`config.mk`:
```
export PLATFORM = sky130hd
export DESIGN_NAME = alu_mw_seq_flat
export DESIGN_NICKNAME = d
export VERILOG_FILES = /design/src/rtl/alu_mw_seq_if.sv /design/src/rtl/alu_mw_seq.sv /design/src/flat_wrapper.sv
export SDC_FILE = /design/constraint.sdc
export NUM_CORES = 1
export LEC_CHECK = 0
export ABC_AREA = 1
export BUFFER_PORTS_ARGS = -buffer_cell sky130_fd_sc_hd__buf_2
export CAP_MARGIN = 20
export CORE_ASPECT_RATIO = 0.7
export CORE_MARGIN = 8
export CORE_UTILIZATION = 51
export CTS_BUF_LIST = sky130_fd_sc_hd__clkbuf_4 sky130_fd_sc_hd__clkbuf_8
export DETAILED_ROUTE_END_ITERATION = 7
export PLACE_DENSITY_LB_ADDON = 0.2
export SYNTH_ARGS = -nofsm -noshare
export SYNTH_HDL_FRONTEND = slang
export SYNTH_SLANG_ARGS = --single-unit
export TNS_END_PERCENT = 20
```
`constraint.sdc`:
```
create_clock -name clk -period 8.5 [get_ports clk]
set_clock_uncertainty 0.05 [all_clocks]
set_input_delay 1.7 -clock clk [delete_from_list [all_inputs] [get_ports clk]]
set_output_delay 1.7 -clock clk [all_outputs]
set_load 0.05 [all_outputs]
```
`src/rtl/alu_mw_seq_if.sv`:
```
// Command, ALU-slice and response signals between the multi-word ALU issue stage and its neighbours.
// The stage itself connects through the slave modport; the surrounding logic uses master.
interface alu_mw_seq_if #(
  parameter int WORDS = 2
);
  localparam int W = 32 * WORDS;

  logic         cmd_valid;
  logic         cmd_ready;
  logic [1:0]   cmd_op;
  logic         cmd_cin;
  logic [W-1:0] cmd_a;
  logic [W-1:0] cmd_b;

  logic [31:0]  alu_a;
  logic [31:0]  alu_b;
  logic         alu_cin;
  logic         alu_s0;
  logic         alu_s1;
  logic [31:0]  alu_out;
  logic         alu_cout;
  logic         alu_zout;

  logic         rsp_valid;
  logic         rsp_ready;
  logic [W-1:0] rsp_result;
  logic         rsp_cout;
  logic         rsp_zero;
  logic         rsp_ovf;

  modport slave (
    input  cmd_valid, cmd_op, cmd_cin, cmd_a, cmd_b,
    output cmd_ready,
    output alu_a, alu_b, alu_cin, alu_s0, alu_s1,
    input  alu_out, alu_cout, alu_zout,
    output rsp_valid, rsp_result, rsp_cout, rsp_zero, rsp_ovf,
    input  rsp_ready
  );

  modport master (
    output cmd_valid, cmd_op, cmd_cin, cmd_a, cmd_b,
    input  cmd_ready,
    input  alu_a, alu_b, alu_cin, alu_s0, alu_s1,
    output alu_out, alu_cout, alu_zout,
    input  rsp_valid, rsp_result, rsp_cout, rsp_zero, rsp_ovf,
    output rsp_ready
  );
endinterface

```
`src/rtl/alu_mw_seq.sv`:
```
// Multi-word issue stage: walks one wide command through a 32-bit ALU slice LSW first,
// chaining the carry between words, and returns the assembled result with its flags.
module alu_mw_seq #(
  parameter int WORDS = 2
) (
  input  logic        clk,
  input  logic        rst,
  alu_mw_seq_if.slave bus
);
  localparam int IDX_W = (WORDS > 1) ? $clog2(WORDS) : 1;
  localparam logic [IDX_W-1:0] LAST = IDX_W'(WORDS - 1);

  typedef enum logic [1:0] {IDLE, RUN, DONE} state_t;

  state_t           state, state_nxt;
  logic [31:0]      a_w [WORDS];
  logic [31:0]      b_w [WORDS];
  logic [31:0]      r_w [WORDS];
  logic [1:0]       op_reg;
  logic [IDX_W-1:0] idx;
  logic             carry_reg;
  logic             zero_acc;
  logic             accept;

  // Signed overflow of the whole operation; SUB sees the inverted B as its second addend.
  function automatic logic ovf_f(input logic [1:0] op, input logic a_msb,
                                 input logic b_msb, input logic r_msb);
    logic beff_msb;
    beff_msb = op[0] ? ~b_msb : b_msb;
    return op[1] & (a_msb ^ r_msb) & (beff_msb ^ r_msb);
  endfunction

  always_ff @(posedge clk or posedge rst) begin
    if (rst) state <= IDLE;
    else     state <= state_nxt;
  end

  always_comb begin
    state_nxt     = state;
    accept        = 1'b0;
    bus.cmd_ready = 1'b0;
    bus.rsp_valid = 1'b0;
    bus.alu_a     = '0;
    bus.alu_b     = '0;
    bus.alu_cin   = 1'b0;
    bus.alu_s0    = 1'b0;
    bus.alu_s1    = 1'b0;
    case (state)
      IDLE: begin
        // Gated so cmd_ready reads 0 for the whole time rst is high.
        bus.cmd_ready = ~rst;
        accept        = bus.cmd_valid & ~rst;
        if (accept) state_nxt = RUN;
      end
      RUN: begin
        bus.alu_a   = a_w[idx];
        bus.alu_b   = b_w[idx];
        bus.alu_cin = carry_reg;
        bus.alu_s0  = op_reg[0];
        bus.alu_s1  = op_reg[1];
        if (idx == LAST) state_nxt = DONE;
      end
      DONE: begin
        bus.rsp_valid = 1'b1;
        if (bus.rsp_ready) state_nxt = IDLE;
      end
      default: state_nxt = IDLE;
    endcase
  end

  always_ff @(posedge clk or posedge rst) begin
    if (rst) begin
      for (int i = 0; i < WORDS; i++) begin
        a_w[i] <= '0;
        b_w[i] <= '0;
        r_w[i] <= '0;
      end
      op_reg    <= '0;
      idx       <= '0;
      carry_reg <= 1'b0;
      zero_acc  <= 1'b0;
    end else if (accept) begin
      for (int i = 0; i < WORDS; i++) begin
        a_w[i] <= bus.cmd_a[32*i +: 32];
        b_w[i] <= bus.cmd_b[32*i +: 32];
      end
      op_reg    <= bus.cmd_op;
      idx       <= '0;
      zero_acc  <= 1'b1;
      // SUB gets its two's-complement +1 through the first word's carry-in.
      carry_reg <= (bus.cmd_op == 2'b10) ? bus.cmd_cin : (bus.cmd_op == 2'b11);
    end else if (state == RUN) begin
      r_w[idx]  <= bus.alu_out;
      carry_reg <= op_reg[1] & bus.alu_cout;
      zero_acc  <= zero_acc & bus.alu_zout;
      if (idx != LAST) idx <= idx + 1'b1;
    end
  end

  always_comb begin
    bus.rsp_result = '0;
    for (int i = 0; i < WORDS; i++) bus.rsp_result[32*i +: 32] = r_w[i];
    bus.rsp_cout = carry_reg;
    bus.rsp_zero = zero_acc;
    bus.rsp_ovf  = ovf_f(op_reg, a_w[WORDS-1][31], b_w[WORDS-1][31], r_w[WORDS-1][31]);
  end
endmodule

```
`src/flat_wrapper.sv`:
```
// flat-port wrapper written by rule: the top's interface ports become plain ports
module alu_mw_seq_flat 
#(
  parameter int WORDS = 2
)
  (clk, rst, bus_cmd_valid, bus_cmd_op, bus_cmd_cin, bus_cmd_a, bus_cmd_b, bus_cmd_ready, bus_alu_a, bus_alu_b, bus_alu_cin, bus_alu_s0, bus_alu_s1, bus_alu_out, bus_alu_cout, bus_alu_zout, bus_rsp_valid, bus_rsp_result, bus_rsp_cout, bus_rsp_zero, bus_rsp_ovf, bus_rsp_ready);
  alu_mw_seq_if #(.WORDS(WORDS)) bus_i ();
  input  logic clk;
  input  logic rst;
  input wire logic [$bits(bus_i.cmd_valid)-1:0] bus_cmd_valid;
  input wire logic [$bits(bus_i.cmd_op)-1:0] bus_cmd_op;
  input wire logic [$bits(bus_i.cmd_cin)-1:0] bus_cmd_cin;
  input wire logic [$bits(bus_i.cmd_a)-1:0] bus_cmd_a;
  input wire logic [$bits(bus_i.cmd_b)-1:0] bus_cmd_b;
  output wire logic [$bits(bus_i.cmd_ready)-1:0] bus_cmd_ready;
  output wire logic [$bits(bus_i.alu_a)-1:0] bus_alu_a;
  output wire logic [$bits(bus_i.alu_b)-1:0] bus_alu_b;
  output wire logic [$bits(bus_i.alu_cin)-1:0] bus_alu_cin;
  output wire logic [$bits(bus_i.alu_s0)-1:0] bus_alu_s0;
  output wire logic [$bits(bus_i.alu_s1)-1:0] bus_alu_s1;
  input wire logic [$bits(bus_i.alu_out)-1:0] bus_alu_out;
  input wire logic [$bits(bus_i.alu_cout)-1:0] bus_alu_cout;
  input wire logic [$bits(bus_i.alu_zout)-1:0] bus_alu_zout;
  output wire logic [$bits(bus_i.rsp_valid)-1:0] bus_rsp_valid;
  output wire logic [$bits(bus_i.rsp_result)-1:0] bus_rsp_result;
  output wire logic [$bits(bus_i.rsp_cout)-1:0] bus_rsp_cout;
  output wire logic [$bits(bus_i.rsp_zero)-1:0] bus_rsp_zero;
  output wire logic [$bits(bus_i.rsp_ovf)-1:0] bus_rsp_ovf;
  input wire logic [$bits(bus_i.rsp_ready)-1:0] bus_rsp_ready;
  assign bus_i.cmd_valid = bus_cmd_valid;
  assign bus_i.cmd_op = bus_cmd_op;
  assign bus_i.cmd_cin = bus_cmd_cin;
  assign bus_i.cmd_a = bus_cmd_a;
  assign bus_i.cmd_b = bus_cmd_b;
  assign bus_cmd_ready = bus_i.cmd_ready;
  assign bus_alu_a = bus_i.alu_a;
  assign bus_alu_b = bus_i.alu_b;
  assign bus_alu_cin = bus_i.alu_cin;
  assign bus_alu_s0 = bus_i.alu_s0;
  assign bus_alu_s1 = bus_i.alu_s1;
  assign bus_i.alu_out = bus_alu_out;
  assign bus_i.alu_cout = bus_alu_cout;
  assign bus_i.alu_zout = bus_alu_zout;
  assign bus_rsp_valid = bus_i.rsp_valid;
  assign bus_rsp_result = bus_i.rsp_result;
  assign bus_rsp_cout = bus_i.rsp_cout;
  assign bus_rsp_zero = bus_i.rsp_zero;
  assign bus_rsp_ovf = bus_i.rsp_ovf;
  assign bus_i.rsp_ready = bus_rsp_ready;
  alu_mw_seq #(.WORDS(WORDS)) u_core (.clk(clk), .rst(rst), .bus(bus_i));
endmodule
```
==> results.md <==
* Core area at approximately 16000 µm²
* Synth Warn # at 0
* TNS Setup at 0 ns
* Fin nets at between 1000 and 1500
* Overall power at between 4 and 5 mW
* Clk root buf: clkbuf_8
* Outcome: complete, no violations
* HP Class: register to register
* Slack of the critical path at 3.59 ns
* Crit end category: output pin
* DR vias/cell at around 4.9
* Initial Utilization at between 50% and 60%
* Worst IR Drop VDD at approximately 0.19 mV
* Mapped Cells at between 900 and 1000
* Largest net degree at the start of global routing at ~120
* Worst path bufs/invs at 3
* Pre-CTS WS at a little under 4 ns
* Final Slew Violations at 0
* Setup crit end: bus_alu_b[2]
* Clock Tree Buf Depth at 2
* Final period util at between 50% and 60%
* Sequential area share after synthesis at 59.2%
* Netlist cell types at 23
* P per Cell Area at between 400 and 500 nW/µm²
* Max cap viols at 0
* Placed instance count at roughly 1400
* Critical path peak fanout at 67
* Resized cells post-CTS at 0
* Hold Slack at 0.439 ns
* Rows at 39
* Ratio of cells with drive above 1 in the final layout at slightly below 30%
* TritonCTS Sinks at roughly 200
* P_leak at 5.65 nW
* Initial DRC count at about 750
* Vias in the first global route at 7025
* Gpl congestion at roughly 0.85
* Area grow syn2layout at 22.3%
* Delay-heaviest family, CP: buffers and inverters
* Via count at approximately 7000
* # IOs at a little over 300
* Clock transition at path regs at roughly 0.090 ns
* First-pass GRT wire length at 36.2 mm
* Port buffer count at about 300
* Final ANT Viol Nets at 0
* DRC at 0
* CP max stage delay at 0.72 ns
* Critical path, cell by cell: inv_2 > nand2_4 > buf_4 > o22ai_1 > buf_2
* Crit path launch type: register
* Routed WL at ~23 mm
* Worst path depth at 5
* Fmax at slightly above 0.2 GHz
* FF+latch count, synth at a little under 200
* Cell taking the most area after synthesis: dfrtp_1
* Worst-case reg-to-reg path depth at 4
* DR WL/cell at about 16 µm
* Die Ht at between 100 and 150 µm
* Ys flop type: dfrtp_1
* Initial DRT Pass Iterations at 5
* CP arrival at between 3 and 4 ns
* Final instance area at between 10000 and 15000 µm²
* Worst reg-to-reg setup slack at approximately 5.8 ns
* H-tree Lvls at 4
* Final setup viols at 0
* Fin. Hold Viols at 0
* Die extent in x at 170 µm
* Slew HR at between 30% and 40%
* Syn Area/Cell at slightly below 9 µm²
* Placed Area at approximately 9900 µm²
* Post-synth ARST share at 100%
* Fin util at between 60% and 70%
* Synth top area cells: dfrtp_1 (59%), nand2_1 (14%), o21ai_0 (8.4%)
* RR Endpoint: u_core.bus.rsp_result[11]
* Mapped Nets at 1125
* Clock Latency Late Sink at around 0.44 ns
* RSZ-0062 raised after global routing: false
* Timing startpoint of the critical path: u_core.idx
* Initial antenna violation count at 3
* Die ar. at between 20000 and 25000 µm²
* Worst R2R Start: u_core.idx
* Post-synth EDFFs at 0
* Top-area cell type share of the netlist area at about 60%
* Required time worst endpoint at roughly 6.8 ns
* CP Class: register to output pin
* CTS Buf Count at 17
* CTS tree: built
* GRT Residual Overflow at 0
* DP Wirelength at 16.3 mm
* Post-layout min period at between 4 and 5 ns
* Post-CTS setup buffer count at 0
* Tightest Pin Transition at around 0.95 ns
* Cell area after synthesis at about 8400 µm²
* CP max-delay cell: dfrtp_1
* Hold_buf cts at 0
* GRT Total Usage at 21.8%
* Layout Cells excl Fill at approximately 1500
## power by group
group	internal [mW]	switching [mW]	total, mW
Combinational	0.512	1.73	2.24
Sequential	1.41	0.211	1.62
Clock	0.251	0.339	0.591
Total	2.17	2.28	4.45
## synthesized netlist by cell type (2+ instances only)
library cell / count
buf_6: 15
a21oi_1: 11
o22ai_2: 9
dfrtp_1: 199
clkbuf_1: 27
o22ai_1: 22
nand3_1: 23
buf_2: 7
o21ai_0: 142
nor2_1: 9
nand2_1: 314
inv_1: 125
inv_2: 2
o21ai_1: 34
nand2_4: 3
buf_4: 7
## worst reg2reg max path, cell delays in order, from the launching register on
cell and delay (ns):
dfrtp_1 0.72, inv_2 0.44, nand2_4 0.50, buf_4 0.61, o21ai_0 0.25
## layer usage
metal,GRT usage [%],part of all wire (%),up-vias
met5,0,0.12,-
met4,9.59,2.4,6
met3,6.83,8.4,38
met2,32.7,45,264
met1,29.1,44,3341
li1,-,-,3529
## cell type report
| cell class | instances | area, µm² |
|---|---|---|
| fill | 1471 | 5960 |
| sequential | 199 | 4980 |
| multi-input combinational | 572 | 2590 |
| timing repair buffer | 310 | 1570 |
| inverter | 128 | 493 |
| tap | 225 | 282 |
| clock buffer | 20 | 263 |
| clock inverter | 12 | 115 |
| antenna | 1 | 2.50 |
## cells in the final DEF, fill, tap and decap left out
master / n
clkinvlp_4: 2
inv_6: 4
clkbuf_4: 2
buf_4: 6
inv_2: 2
nand3_1: 23
o21a_1: 1
a21oi_1: 11
xnor2_1: 1
buf_2: 304
dfrtp_1: 199
clkinv_2: 3
o22ai_2: 9
o21ai_1: 34
nand2_4: 3
o31ai_1: 1
clkbuf_8: 18
nor2_4: 1
and2_1: 1
inv_8: 2
clkinv_4: 2
o21ai_0: 142
nor2_1: 9
inv_1: 124
bufinv_16: 1
nand2_1: 314
o22ai_1: 22
diode_2: 1
## logic make-up after synthesis
kind of cell	Yosys count	synth area share (%)
simple gates	351	16.4
compound gates	220	14.3
flops	199	59.2
buf+inv	185	10.1
xor+xnor	1	0.104
## worst min-delay path by stage
stage,start,endpoint,slack [ns],cells after the start
after floorplan,u_core.a_w[0],u_core.a_w[0],0.40,2
after global placement,u_core.a_w[36],u_core.a_w[36],0.41,2
after detailed placement,u_core.a_w[36],u_core.a_w[36],0.42,2
after CTS,u_core.a_w[62],u_core.a_w[62],0.44,2
after global routing,u_core.a_w[3],u_core.a_w[3],0.46,2
final,u_core.a_w[62],u_core.a_w[62],0.44,2
No activity file was read; power rests on OpenSTA's default activity.
